### config.mk
export PLATFORM = sky130hd
export DESIGN_NAME = servo_cmd_scheduler
export DESIGN_NICKNAME = d
export VERILOG_FILES = /design/src/rtl/servo_cmd_scheduler.sv
export SDC_FILE = /design/constraint.sdc
export NUM_CORES = 1
export LEC_CHECK = 0
export ABC_AREA = 1
export BUFFER_PORTS_ARGS = -buffer_cell sky130_fd_sc_hd__buf_2
export CORE_ASPECT_RATIO = 0.7
export CORE_UTILIZATION = 40
export CTS_BUF_LIST = sky130_fd_sc_hd__clkbuf_4 sky130_fd_sc_hd__clkbuf_8 sky130_fd_sc_hd__clkbuf_16
export DETAILED_ROUTE_END_ITERATION = 7
export PLACE_DENSITY = 0.62
export SLEW_MARGIN = 10
export SYNTH_ARGS = -nofsm -noshare
export SYNTH_HDL_FRONTEND = slang
export SYNTH_SLANG_ARGS = --single-unit
### constraint.sdc
create_clock -name clk -period 5.23 [get_ports clk]
set_input_delay 0.7845 -clock clk [delete_from_list [all_inputs] [get_ports clk]]
set_output_delay 0.7845 -clock clk [all_outputs]
set_load 0.03 [all_outputs]
### src/rtl/servo_cmd_scheduler.sv
// Per-frame arbiter between the line-follow and manual servo requesters,
// with slew limiting and a command watchdog that falls back to NEUTRAL.
module servo_cmd_scheduler #(
  parameter int unsigned PERIOD_CYCLES = 2000000,
  parameter int unsigned SLEW_STEP     = 4,
  parameter int unsigned WDT_PERIODS   = 8,
  parameter logic [7:0]  NEUTRAL       = 8'd128
) (
  input  logic       clk,
  input  logic       rst,
  input  logic       enable,
  input  logic       auto_valid,
  input  logic [7:0] auto_cmd,
  output logic       auto_ready,
  input  logic       man_valid,
  input  logic [7:0] man_cmd,
  output logic       man_ready,
  output logic [7:0] servo_out,
  output logic       frame_tick,
  output logic [1:0] mode,
  output logic       fault
);

  localparam int CW = (PERIOD_CYCLES > 1) ? $clog2(PERIOD_CYCLES) : 1;
  localparam int WW = $clog2(WDT_PERIODS + 1);

  localparam logic [CW-1:0] LAST = CW'(PERIOD_CYCLES - 1);
  localparam logic [WW-1:0] WMAX = WW'(WDT_PERIODS);
  localparam logic [8:0]    STEP = 9'(SLEW_STEP);

  localparam logic [1:0] M_IDLE = 2'd0;
  localparam logic [1:0] M_AUTO = 2'd1;
  localparam logic [1:0] M_MAN  = 2'd2;
  localparam logic [1:0] M_FS   = 2'd3;

  logic [CW-1:0] cnt;
  logic [WW-1:0] wdt, wdt_n, wdt_inc;
  logic [7:0]    target, tgt_n;
  logic [7:0]    auto_data, man_data;
  logic          auto_full, man_full;
  logic          auto_take, man_take;
  logic [1:0]    mode_n;
  logic [8:0]    s9, t9, diff, step;
  logic          up;
  logic [7:0]    srv_n;

  assign frame_tick = (cnt == LAST);
  assign auto_ready = enable & ~auto_full;
  assign man_ready  = enable & ~man_full;
  assign auto_take  = auto_valid & auto_ready;
  assign man_take   = man_valid & man_ready;
  assign fault      = (mode == M_FS);
  assign wdt_inc    = wdt + 1'b1;

  always_ff @(posedge clk or posedge rst) begin
    if (rst)             cnt <= '0;
    else if (frame_tick) cnt <= '0;
    else                 cnt <= cnt + 1'b1;
  end

  always_comb begin
    tgt_n  = target;
    mode_n = mode;
    wdt_n  = wdt;
    if (!enable) begin
      tgt_n  = NEUTRAL;
      mode_n = M_IDLE;
      wdt_n  = '0;
    end else if (frame_tick) begin
      if (man_full) begin
        tgt_n  = man_data;
        mode_n = M_MAN;
        wdt_n  = '0;
      end else if (auto_full) begin
        tgt_n  = auto_data;
        mode_n = M_AUTO;
        wdt_n  = '0;
      end else if (wdt != WMAX) begin
        wdt_n = wdt_inc;
        if (wdt_inc == WMAX) begin
          tgt_n  = NEUTRAL;
          mode_n = M_FS;
        end
      end
    end
  end

  // Slew toward the target being applied this tick, in 9 bits so no wrap
  always_comb begin
    s9    = {1'b0, servo_out};
    t9    = {1'b0, tgt_n};
    up    = (t9 > s9);
    diff  = up ? (t9 - s9) : (s9 - t9);
    step  = (diff > STEP) ? STEP : diff;
    srv_n = up ? 8'(s9 + step) : 8'(s9 - step);
  end

  always_ff @(posedge clk or posedge rst) begin
    if (rst) begin
      servo_out <= NEUTRAL;
      target    <= NEUTRAL;
      mode      <= M_IDLE;
      wdt       <= '0;
    end else begin
      target <= tgt_n;
      mode   <= mode_n;
      wdt    <= wdt_n;
      if (frame_tick) servo_out <= srv_n;
    end
  end

  // A capture in the tick cycle survives the clear and waits for the next tick
  always_ff @(posedge clk or posedge rst) begin
    if (rst) begin
      auto_full <= 1'b0;
      man_full  <= 1'b0;
      auto_data <= '0;
      man_data  <= '0;
    end else if (!enable) begin
      auto_full <= 1'b0;
      man_full  <= 1'b0;
    end else begin
      if (auto_take) begin
        auto_full <= 1'b1;
        auto_data <= auto_cmd;
      end else if (frame_tick) begin
        auto_full <= 1'b0;
      end
      if (man_take) begin
        man_full <= 1'b1;
        man_data <= man_cmd;
      end else if (frame_tick) begin
        man_full <= 1'b0;
      end
    end
  end

endmodule
==> flow_summary.yaml <==
status:
  outcome: "completed"
timing:
  rsz0062_at_grt: "true"
  fin_crit_ns: 5.091
  hold_viol: 0
  tns_ns: 0
  slew_headroom_pct: 49.44
  slew_viol_final: 0
  finalSetupViolations: 0
  finalCritPeriodShare_pct: 97.34
  worst_slew_pin_slew_ns: 0.7584
  finalClockSkew_ns: 0.006105
  max_freq_ghz: 0.1964
  whs_ns: 0.4705
critical_path:
  crit_top_cell: "nand2_2"
  worstSetupPathType: "flip-flop to flip-flop"
  startpoint_type: "flip-flop"
  worst_r2r_path_depth: 38
  end_kind: "flip-flop"
  required_ns: 5.49
  critPathSlowestCell: "dfrtp_1"
  critPathArrivalTime_ns: 5.35
  crit_path_max_fanout: 5
  max_stage_delay_ns: 0.41
floorplan:
  die_h_um: 86.77
  floorplan.initialDensity_pct: 41.76
  dieWidth_um: 123.1
  core_area_um2: 9834
  dieArea_um2: 10680
  pin_count: 35
  rows: 30
global_routing:
  grt_pass1_wl_mm: 17.14
  grt_pass1_vias: 3602
  grt_antenna_before_repair: 0
  grt.total_usage_pct: 20.99
  overflow: 0
  grt_start_max_net_pins: 62
logic_synthesis:
  yosys_warnings: 0
  synth_nets: 602
  synth_compound_area_share_pct: 11.24
  yosys.area.top_type: "dfrtp_1"
  seq_area_frac_synth_pct: 37.23
  synthTopCellsByCount: "nand2_1, inv_1, dfrtp_1"
  synth_xor_area_share_pct: 2.559
  synth-main-ff-cell: "dfrtp_1"
  synthArstFlopShare_pct: 100.0
  synth_area_leaders: "dfrtp_1, nand2_1, inv_1, ha_1, a21oi_1"
  syn_inst: 551
  syn_area_per_cell_um2: 7.453
  synth.most_common_cell: "nand2_1"
  synthSimpleGateAreaFrac_pct: 28.46
  muxShareOfSynthArea_pct: 0.5484
  yosys.area_share.adder_pct: 9.689
  synthesis.area_um2: 4106
  yosys.area.top_type_share_pct: 35.95
  synth_seq_cells: 61
  synth_top_family_by_area: "simple AND/OR/NAND/NOR gates"
  ys_types: 43
  synth-edff-count: 0
cts:
  clkSlewWorstSetupHoldPaths_ns: 0.05
  root_buffer: "clkbuf_16"
  cts_inserted_buffers: 9
  cts_sinks: 61
  htreeDepth: 3
  holdBufCountCts: 0
  cts_buffer_depth: 2
  cts_tree: "yes"
  worstSkewPairLatency_ns: 0.33
power:
  power.total_mw: 1.198
  p_leak_nw: 2.959
  powerDensity_nw_per_um2: 208.6
  ir_drop_mv: 0.1728
cells_and_area:
  nFillCells: 823
  finalNonFillerCells: 789
  utilization_pct: 58.41
  antenna_cells: 0
  synthToLayoutAreaGrowth_pct: 39.88
  fin_nets: 707
  drive_gt1_share_pct: 37.97
routing:
  vias: 3940
  drtAntennaViolNets: 0
  drt_iter0_drc: 282
  wl_per_cell_um: 14.38
  totalWireLength_mm: 11.35
  drc: 0
  vias_per_cell: 4.994
  drt_pre_antenna_iters: 5
place:
  io_buffers: 34
  dpl.hpwl_mm: 7.769
  dp.cells: 744
  gp_congestion: 0.9513
worst_hold_path:
  hp-class: "flip-flop to flip-flop"
  hold-path-cell-count: 1
run:
  cap_violations: 0
## registers in the layout, summed over array words and instances, names as in the netlist
signal and flops:
auto_data 8, auto_full 1, cnt 21, man_data 8, man_full 1, mode 2, servo_out 8, target 8
wdt 4
## layout make-up
cell class	instances	area, µm²	share of cell area (%)
clock buffers	9	225.2	3.921
clock inverters	7	66.31	1.154
inverters	103	404.1	7.036
multi-input cells	384	2674	46.55
flip-flops and latches	61	1530	26.64
well taps	128	160.2	2.788
repair buffers	97	684.4	11.91
## repair_timing
item                       CTS  global route
gates resized for setup      7           128
setup buffers                0            26
setup endpoints to repair    2             5
gates cloned                 0             3
pin swaps                    0            66
## worst paths after layout
kind / startpoint / to / slack [ns]
worst max-delay path: cnt[7] / servo_out[7] / 0.14
worst min-delay path: cnt[20] / cnt[20] / 0.47
worst max register to register: cnt[7] / servo_out[7] / 0.14
worst min register to register: cnt[20] / cnt[20] / 0.47
max in group asynchronous: rst / wdt[0] / 4.03
min in group asynchronous: rst / cnt[8] / 0.67
## stage by stage
stage	instance area [µm²]	setup WS, ns
global route	5744	-0.1667
floorplan	4106	0.1044
detailed placement	4690	-0.1327
global placement	4690	-0.01967
finish	5744	0.1390
CTS	5012	0.04728
## power breakdown
part           total (mW)  internal, mW  switching (mW)
combinational       0.101        0.0342          0.0665
clock               0.581         0.365           0.215
sequential          0.517         0.501          0.0156
## cell usage in the layout, fill, tap and decap left out, types with 4 or more instances in the layout
cell / netlist / layout
nand2_4: 1 / 8
a21oi_2: 0 / 6
ha_4: 0 / 10
o21ai_0: 22 / 18
clkinv_2: 0 / 4
o21ai_2: 2 / 4
nand3_1: 26 / 16
buf_2: 0 / 34
nor2_4: 2 / 6
inv_1: 97 / 83
ha_1: 27 / 14
nand4_1: 13 / 13
buf_4: 1 / 58
nand2_2: 8 / 32
a21oi_4: 0 / 7
inv_2: 2 / 13
nand2_1: 132 / 102
nand3_2: 5 / 13
a21oi_1: 36 / 23
nor2_2: 9 / 9
dfrtp_1: 59 / 58
o22ai_1: 9 / 9
clkbuf_16: 0 / 10
nor2_1: 46 / 42
xor2_1: 9 / 9
## critical path: cells and delay by family (launching register included)
kind,cells,cell delay [ns]
AOI/OAI and AO/OA,6,0.97
and+or+nand+nor,22,2.22
DFF,1,0.41
buffers and inverters,6,0.50
adders and majority gates,3,0.73
xor gates and xnor gates,1,0.17
## kinds of logic (layout without fill, tap and decap cells)
logic type | after synthesis | count (layout)
multiplexers | 2 | 2
AO/OA/AOI/OAI | 82 | 83
buffers and inverters | 108 | 216
adder cells (fa/ha/maj) | 30 | 30
flip-flops | 61 | 61
XOR/XNOR | 12 | 12
AND/OR/NAND/NOR | 256 | 257
## per-layer routing
layer	global-route usage (%)	wire length, µm	vias to the layer above	part of all wire [%]
met1	30.85	5545	1835	49
li1	-	-	1971	-
met4	5.257	148	0	1.3
met3	5.132	677	16	6.0
met2	30.64	4978	118	44
met5	0	0	-	0
(Power assumes the default switching activity.)
